<file path="config.mk">
export PLATFORM = sky130hd
export DESIGN_NAME = expr_pipe_eval
export DESIGN_NICKNAME = d
export VERILOG_FILES = /design/src/rtl/expr_pipe_pkg.sv /design/src/rtl/expr_lane.sv /design/src/rtl/expr_pipe_eval.sv
export SDC_FILE = /design/constraint.sdc
export NUM_CORES = 2
export LEC_CHECK = 0
export BUFFER_PORTS_ARGS = -buffer_cell sky130_fd_sc_hd__buf_2
export CORE_UTILIZATION = 40
export CTS_CLUSTER_DIAMETER = 30
export CTS_CLUSTER_SIZE = 14
export DETAILED_ROUTE_END_ITERATION = 16
export PLACE_DENSITY_LB_ADDON = 0.05
export SKIP_CTS_REPAIR_TIMING = 1
export SLEW_MARGIN = 20
export SYNTH_ARGS = -nofsm -noshare
export SYNTH_HDL_FRONTEND = slang
export SYNTH_HIERARCHICAL = 1
export SYNTH_SLANG_ARGS = --single-unit
</file>
<file path="constraint.sdc">
create_clock -name clk -period 12.5 [get_ports clk]
set_clock_uncertainty 0.1 [all_clocks]
set_input_delay 1.25 -clock clk [delete_from_list [all_inputs] [get_ports clk]]
set_output_delay 1.25 -clock clk [all_outputs]
set_load 0.01 [all_outputs]
</file>
<file path="src/rtl/expr_pipe_pkg.sv">
// expr_pipe_pkg: operator codes and shift-amount sizing shared by the expression pipeline
package expr_pipe_pkg;
  localparam int OP_W = 4;
  typedef enum logic [OP_W-1:0] {
    OP_ADD, OP_SUB, OP_MUL, OP_DIV, OP_MOD, OP_LT, OP_EQ, OP_SHL, OP_ASHR, OP_XORR, OP_MUX
  } op_e;
  function automatic int shamt_w(input int w);
    return $clog2(w) + 1;
  endfunction
endpackage

</file>
<file path="src/rtl/expr_lane.sv">
// expr_lane: one combinational channel ALU applying Verilog width/sign rules
module expr_lane import expr_pipe_pkg::*; #(
  parameter int W = 6
) (
  input  logic [OP_W-1:0] op,
  input  logic [W-1:0]    a,
  input  logic [W-1:0]    b,
  input  logic            a_signed,
  input  logic            b_signed,
  output logic [W-1:0]    y,
  output logic            div0
);
  localparam int SW = shamt_w(W);
  logic s, bz, lt;
  logic signed [W-1:0] sa, sb, sq, sr, sashr;
  logic [W-1:0] q, r;
  function automatic logic [W-1:0] zx(input logic x);
    return {{(W-1){1'b0}}, x};
  endfunction
  assign s = a_signed & b_signed;
  assign bz = b == '0;
  assign sa = a;
  assign sb = b;
  // signed results live in their own nets so mixed-sign ternaries below cannot demote them
  assign sq = sa / sb;
  assign sr = sa % sb;
  assign sashr = sa >>> b;
  assign q = bz ? '0 : s ? sq : a / b;
  assign r = bz ? '0 : s ? sr : a % b;
  assign lt = s ? sa < sb : a < b;
  assign div0 = bz && (op == OP_DIV || op == OP_MOD);
  assign y = op == OP_ADD  ? a + b
           : op == OP_SUB  ? a - b
           : op == OP_MUL  ? a * b
           : op == OP_DIV  ? q
           : op == OP_MOD  ? r
           : op == OP_LT   ? zx(lt)
           : op == OP_EQ   ? zx(a === b)
           : op == OP_SHL  ? a << b[SW-1:0]
           : op == OP_ASHR ? (a_signed ? sashr : a >> b)
           : op == OP_XORR ? zx(^{a, b})
           : op == OP_MUX  ? (a != '0 ? b : ~b)
           : '0;
endmodule

</file>
<file path="src/rtl/expr_pipe_eval.sv">
// expr_pipe_eval: NCH-channel expression evaluator behind an elastic STAGES-deep valid/ready pipeline
// Optional EXPR_PIPE_EVAL_PARITY_EN adds y_par, the even parity of each channel result.
module expr_pipe_eval import expr_pipe_pkg::*; #(
  parameter int W      = 6,
  parameter int NCH    = 6,
  parameter int STAGES = 2
) (
  input  logic             clk,
  input  logic             rst_n,
  input  logic             in_valid,
  output logic             in_ready,
  input  logic [OP_W-1:0]  op,
  input  logic [NCH*W-1:0] a_flat,
  input  logic [NCH*W-1:0] b_flat,
  input  logic [NCH-1:0]   a_signed,
  input  logic [NCH-1:0]   b_signed,
  output logic             out_valid,
  input  logic             out_ready,
  output logic [NCH*W-1:0] y,
  output logic [NCH-1:0]   div0
`ifdef EXPR_PIPE_EVAL_PARITY_EN
  ,
  output logic [NCH-1:0]   y_par
`endif
);
  logic [NCH*W-1:0] ly;
  logic [NCH-1:0] ld, lp;
  logic [STAGES-1:0] load;
  logic v [STAGES];
  logic [NCH*W-1:0] yd [STAGES];
  logic [NCH-1:0] dd [STAGES];
  logic [NCH-1:0] pd [STAGES];
  for (genvar i = 0; i < NCH; i++) begin : g_lane
    expr_lane #(.W(W)) u_lane (
      .op(op), .a(a_flat[i*W +: W]), .b(b_flat[i*W +: W]),
      .a_signed(a_signed[i]), .b_signed(b_signed[i]),
      .y(ly[i*W +: W]), .div0(ld[i])
    );
    assign lp[i] = ^ly[i*W +: W];
  end
  // a slot may load when empty or when everything downstream of it moves this cycle
  always_comb begin
    logic l;
    l = out_ready;
    load = '0;
    for (int k = STAGES - 1; k >= 0; k--) begin
      l = !v[k] || l;
      load[k] = l;
    end
  end
  for (genvar k = 0; k < STAGES; k++) begin : g_st
    logic sv;
    logic [NCH*W-1:0] sy;
    logic [NCH-1:0] sd, sp;
    if (k == 0) begin : g_src
      assign sv = in_valid;
      assign sy = ly;
      assign sd = ld;
      assign sp = lp;
    end else begin : g_src
      assign sv = v[k-1];
      assign sy = yd[k-1];
      assign sd = dd[k-1];
      assign sp = pd[k-1];
    end
    always_ff @(posedge clk) begin
      if (!rst_n) begin
        v[k] <= 1'b0;
        yd[k] <= '0;
        dd[k] <= '0;
        pd[k] <= '0;
      end else if (load[k]) begin
        v[k] <= sv;
        if (sv) begin
          yd[k] <= sy;
          dd[k] <= sd;
          pd[k] <= sp;
        end
      end
    end
  end
  assign in_ready = load[0];
  assign out_valid = v[STAGES-1];
  assign y = yd[STAGES-1];
  assign div0 = dd[STAGES-1];
`ifdef EXPR_PIPE_EVAL_PARITY_EN
  assign y_par = pd[STAGES-1];
`else
  logic unused_par;
  assign unused_par = ^pd[STAGES-1];
`endif
endmodule

</file>
# Word level (Yosys, flattened, before mapping)
# Memories as Yosys holds them, arrays and structs flattened.
# Index checks and enable logic that the tools add are counted.
# W data, S select, Z words.
dict set report word_totals {
  ff_bits 0
  latch_bits 0
  ram_bits 86
  rom_bits 0
  inputBits 92
  output_inout_bits 44
  word_cells 268
  mem_count 3
}
dict set report classes {
  n_addsub 12
  multipliers 6
  n_div 24
  order_cmp 12
  eq_ne 16
  shift 18
  n_mux 129
  bitwise_logic 18
  n_reduce_logical 30
}
# memory words word_bits read_ports rd_ports_with_merged_regs wr line
set mem_list {}
lappend mem_list {yd 2 36 2 0 2 expr_pipe_eval.sv:30} ;# logic [NCH*W-1:0] yd [STAGES];
lappend mem_list {dd 2 6 2 0 2 expr_pipe_eval.sv:31} ;# logic [NCH-1:0] dd [STAGES];
lappend mem_list {v 2 1 2 0 2 expr_pipe_eval.sv:29} ;# logic v [STAGES];
# op n
set op_table {}
lappend op_table {{$mux W6} 104}
lappend op_table {{$div A6 B6 Y6} 12}
lappend op_table {{$lt A6 B6 Y1} 12}
lappend op_table {{$mod A6 B6 Y6} 12}
lappend op_table {{$mux W36} 2}
lappend op_table {{$reduce_xor A12 Y1} 6}
lappend op_table {{$add A6 B6 Y6} 6}
lappend op_table {{$eqx A6 B6 Y1} 6}
lappend op_table {{$logic_not A6 Y1} 6}
lappend op_table {{$mul A6 B6 Y6} 6}
lappend op_table {{$not A6 Y6} 6}
lappend op_table {{$reduce_bool A6 Y1} 6}
lappend op_table {{$shl A6 B4 Y6} 6}
lappend op_table {{$shr A6 B6 Y6} 6}
lappend op_table {{$sshr A6 B6 Y6} 6}
lappend op_table {{$sub A6 B6 Y6} 6}
lappend op_table {{$mux W1} 23}
lappend op_table {{$eq A4 B3 Y1 const B} 4}
lappend op_table {{$eq A4 B4 Y1 const B} 3}
lappend op_table {{$eq A4 B2 Y1 const B} 2}
lappend op_table {{$and A1 B1 Y1} 6}
lappend op_table {{$logic_and A1 B1 Y1} 6}
lappend op_table {{$or A1 B1 Y1} 6}
lappend op_table {{$eq A4 B1 Y1 const B} 1}
lappend op_table {{other kinds (3)} 6}

# Depth between registers and ports, before layout
dict set report depth {
  ltp_word 14
  ltp_mapped 52
  depth_no_buf 49
}

# By module
# Netlist, hierarchy kept.
# mod n_inst cells_each area_each_um2 seq_area_each_um2
set by_module_without_submodules {}
lappend by_module_without_submodules {{expr_lane at g_lane[0].u_lane ...} 2 616 4433.0 0.0}
lappend by_module_without_submodules {{expr_lane at g_lane[3].u_lane} 1 628 4461.8 0.0}
lappend by_module_without_submodules {{expr_lane at g_lane[4].u_lane} 1 602 4461.8 0.0}
lappend by_module_without_submodules {{expr_lane at g_lane[2].u_lane} 1 603 4374.2 0.0}
lappend by_module_without_submodules {{expr_lane at g_lane[5].u_lane} 1 597 4324.1 0.0}
lappend by_module_without_submodules {expr_pipe_eval 1 197 3580.9 2572.5}

# Worst setup path after synthesis
# Ideal clock, no wire load.
dict set report synth_timing {
  path_type {input-to-reg}
  from {in b_flat[25]}
  to {mem yd[0][25] (netlist bit) (data pin)}
  setup_time_ns 0.255
  arrival_time_ns 10.688
  required_time_ns 12.145
  setup_slack_ns 1.456
  path_stages 44
  path_buffers 2
  path_cell_list {clkbuf_1 > clkinv_1 > ha_1 > mux2i_1 > o21ai_0 > nor2_1 > o21ai_0 > ha_1 > o21ai_0 > nor2b_1 > o21ai_1 > and2_1 > ha_1 > or2_2 > o22a_1 > nand4_1 > nor3_2 > a21o_1 > (+8 left out) > a31o_2 > o21a_1 > buf_4 > a21oi_1 > inv_1 > fa_1 > nor2b_1 > o21ai_0 > a31oi_4 > clkinv_1 > mux2_2 > ha_1 > o21ai_0 > a21oi_1 > o21bai_1 > a221oi_1 > o22ai_1 > and3_1}
}
# element line
set synth_lines {}
lappend synth_lines {{from (decl)} expr_pipe_eval.sv:14} ;# input logic [NCH*W-1:0] b_flat,
lappend synth_lines {{to (decl)} expr_pipe_eval.sv:30}

==> results by group <==
Status
  – Status: finished with violations
  – Failing checks: DRC

Layout
  – Finished Layout Cells: 4900
  – Nets: 4508
  – P&R area growth vs syn: 6.51%
  – Layout cell share with drive strength beyond 1: 0.126

Critical path
  – WP data arrival: 11740 ps
  – Worst setup EP type: register
  – Most common cell on crit path: ha_1
  – R2R setup slack: 10420 ps
  – Startpoint Class: input pin
  – Largest stage delay, worst path: 440 ps
  – Reg-to-Reg End: dd[1][1]
  – Crit path from: b_flat[19]
  – RR Startpoint: v[0]
  – Worst EP required: 12620 ps
  – Register-to-Register Path Depth: 3
  – Slowest CP cell: a2111o_1
  – CP Class: input pin to register
  – Max FO, Critical Path: 15

Timing
  – Final setup TNS: 0 ps
  – Max-slew headroom: 0.346
  – Pins Over Slew Limit: 0
  – Tcrit/Tclk final: 0.930
  – Fmax: 0.0861 GHz
  – Worst Tran Pin Value: 971 ps
  – Fin. Hold Viols: 0
  – Final Critical Period: 11620 ps
  – Worst setup margin: 879 ps
  – Finish-stage setup viols: 0
  – RSZ-0062 raised after global routing: false

Die
  – Num rows: 100
  – Core footprint: 74400 um2
  – Chip height: 276 um
  – Die Wd: 276 um
  – Die area: 76300 um2
  – # IOs: 136
  – Initial Util: 0.404

GRT
  – Initial antenna violation count: 10
  – GRT Overall Usage: 0.268
  – Total grt overflow: 0
  – First-pass GRT wire length: 165000 um
  – Largest net degree at the start of global routing: 57
  – Vias in the first global route: 28.2k

Synth
  – Sequential fraction of the synthesis area: 0.0856
  – Post-synthesis async set-or-reset flop share: 0
  – Post-synthesis cell count: 3859
  – Mapped Nets: 4442
  – Synth warnings: 6
  – Synthesized flop and latch total: 86
  – EDFF count, synth: 85
  – Post-synth top flop: edfxtp_1
  – Synthesized cell area: 30100 um2
  – Avg Inst Size Synth: 7.79 um2
  – Synth unique cells: 139

Route
  – Routed vias: 29.4k
  – DR DRC count: 2
  – Via/cell ratio: 6.01
  – Total wire length: 105000 um
  – Avg WL per Cell: 21.3 um
  – Drt first pass iters: 14
  – ANT nets after route: 0
  – DR iter-0 viols: 2332

Clock tree
  – Clock Tree Buf Depth: 2
  – CTS root buf: clkbuf_16
  – Clock Latency Late Sink: 350 ps
  – CTS tree: done
  – Total CTS buffers: 9
  – Clock sink count: 86
  – Htree depth: 3
  – Clock-pin slew on the worst setup and hold paths: 70 ps

Power
  – Max VDD drop: 0.0000832 V
  – Pwr per Cell Area: 125 nW/um2
  – Total chip power: 0.00399 W
  – P_leak: 13.9 nW

Placement
  – Inst Count DP: 4883
  – Routability congestion estimate from global placement: 0.925
  – # port buffers: 135
  – Setup WS pre-CTS: 621 ps
  – Detailed-placement wirelength estimate: 81900 um

Worst hold path
  – Hold path depth: 1
  – Hold Startpoint: dd[0][2]
  – Hold EP: dd[1][2]
  – HP Class: register to register

Flow run
  – Max_cap viols: 0
## registers in the layout, indices dropped and copies added (netlist names)
signal / count
yd: 72
dd: 12
v: 2
## worst max-delay path by stage
stage                            to  slack, ps
after floorplan           yd[0][25]       1460
after global placement    yd[0][19]        730
after detailed placement  yd[0][19]        620
after CTS                 yd[0][19]        960
after global routing      yd[0][19]        110
final                     yd[0][19]        880
## worst max-delay path: cells and delay by family
family	cells	cell delay, ps
compound gates	19	4250
simple gates	15	2940
fa+ha+maj	7	1810
buf+inv	4	940
mux	1	400
xor+xnor	1	140
## synth_stat cells, types with 28 or more instances
master | number | area (um2)
edfxtp_1 | 85 | 2550
mux2_2 | 45 | 507
mux2i_1 | 74 | 741
nor3b_2 | 40 | 500
nand2b_1 | 36 | 225
nand2_1 | 296 | 1110
nor2b_1 | 54 | 338
nor3_1 | 120 | 601
a21o_1 | 71 | 533
clkbuf_1 | 100 | 375
o22ai_1 | 38 | 238
and2_1 | 34 | 213
xor2_1 | 82 | 718
o21a_1 | 87 | 653
a211oi_1 | 48 | 360
a31oi_1 | 52 | 325
or3_1 | 37 | 231
o211ai_1 | 46 | 345
fa_1 | 54 | 1080
inv_1 | 178 | 668
o21ai_0 | 216 | 1080
nand3_1 | 68 | 340
o31ai_1 | 35 | 263
nor2_1 | 367 | 1380
a21oi_1 | 255 | 1280
xnor2_1 | 249 | 2180
nand4_1 | 28 | 175
and3_1 | 66 | 413
ha_1 | 437 | 5470
## power by group
group | internal, W | switching (W)
Clock | 0.000157 | 0.000122
Combinational | 0.00138 | 0.00198
Sequential | 0.000339 | 0.0000138
## kinds of logic (layout without fill, tap and decap cells)
logic type / after synthesis / after routing / share of synthesized area
buffers and inverters: 380 / 451 / 0.0573
XOR/XNOR: 337 / 337 / 0.101
adder cells (fa/ha/maj): 491 / 491 / 0.218
flip-flops: 86 / 86 / 0.0856
multiplexers: 131 / 131 / 0.0481
other: 0 / 1 / 0
AND/OR/NAND/NOR: 1279 / 1279 / 0.223
AO/OA/AOI/OAI: 1155 / 1155 / 0.268
## placed cells by master, fill, tap and decap left out, types with 15 or more instances in the layout
cell and instances:
a211oi_1 48, a21boi_0 21, a21o_1 71, a21oi_1 255
a31oi_1 52, and2_1 34, and3_1 66, buf_2 133
buf_4 85, clkinv_1 15, edfxtp_1 85, fa_1 54
ha_1 437, inv_1 178, inv_2 18, mux2_2 45
mux2i_1 74, nand2_1 296, nand2b_1 36, nand3_1 68
nand4_1 28, nor2_1 367, nor2b_1 54, nor3_1 120
nor3b_2 40, nor4_1 20, o211ai_1 46, o21a_1 87
o21ai_0 215, o21bai_1 21, o22ai_1 38, o31ai_1 35
or2_2 20, or3_1 37, xnor2_1 249, xor2_1 82
## layout make-up
type / instances / area (um2)
Clock buffer: 9 / 225
Clock inverter: 7 / 80.1
Sequential cell: 86 / 2570
Fill cell: 7743 / 42400
Inverter: 217 / 837
Antenna cell: 1 / 2.50
Multi-Input combinational cell: 3393 / 25800
Tap cell: 969 / 1210
Timing Repair Buffer: 218 / 1300
## metrics by stage
stage / area (um2) / utilization / hold WS (ps)
after floorplan: 30100 / - / 437
after global placement: 31700 / 0.426 / 444
after detailed placement: 31700 / 0.426 / 453
after CTS: 32000 / 0.430 / 472
after global routing: 32000 / 0.430 / 491
final: 32000 / 0.430 / 464
## per-layer routing
metal	wire length [um]	global-route usage
met1	51600	0.398
met2	45400	0.422
met3	6060	0.0212
met4	1490	0.0478
met5	11	0
Note: power is estimated with default switching activity, not from simulation.
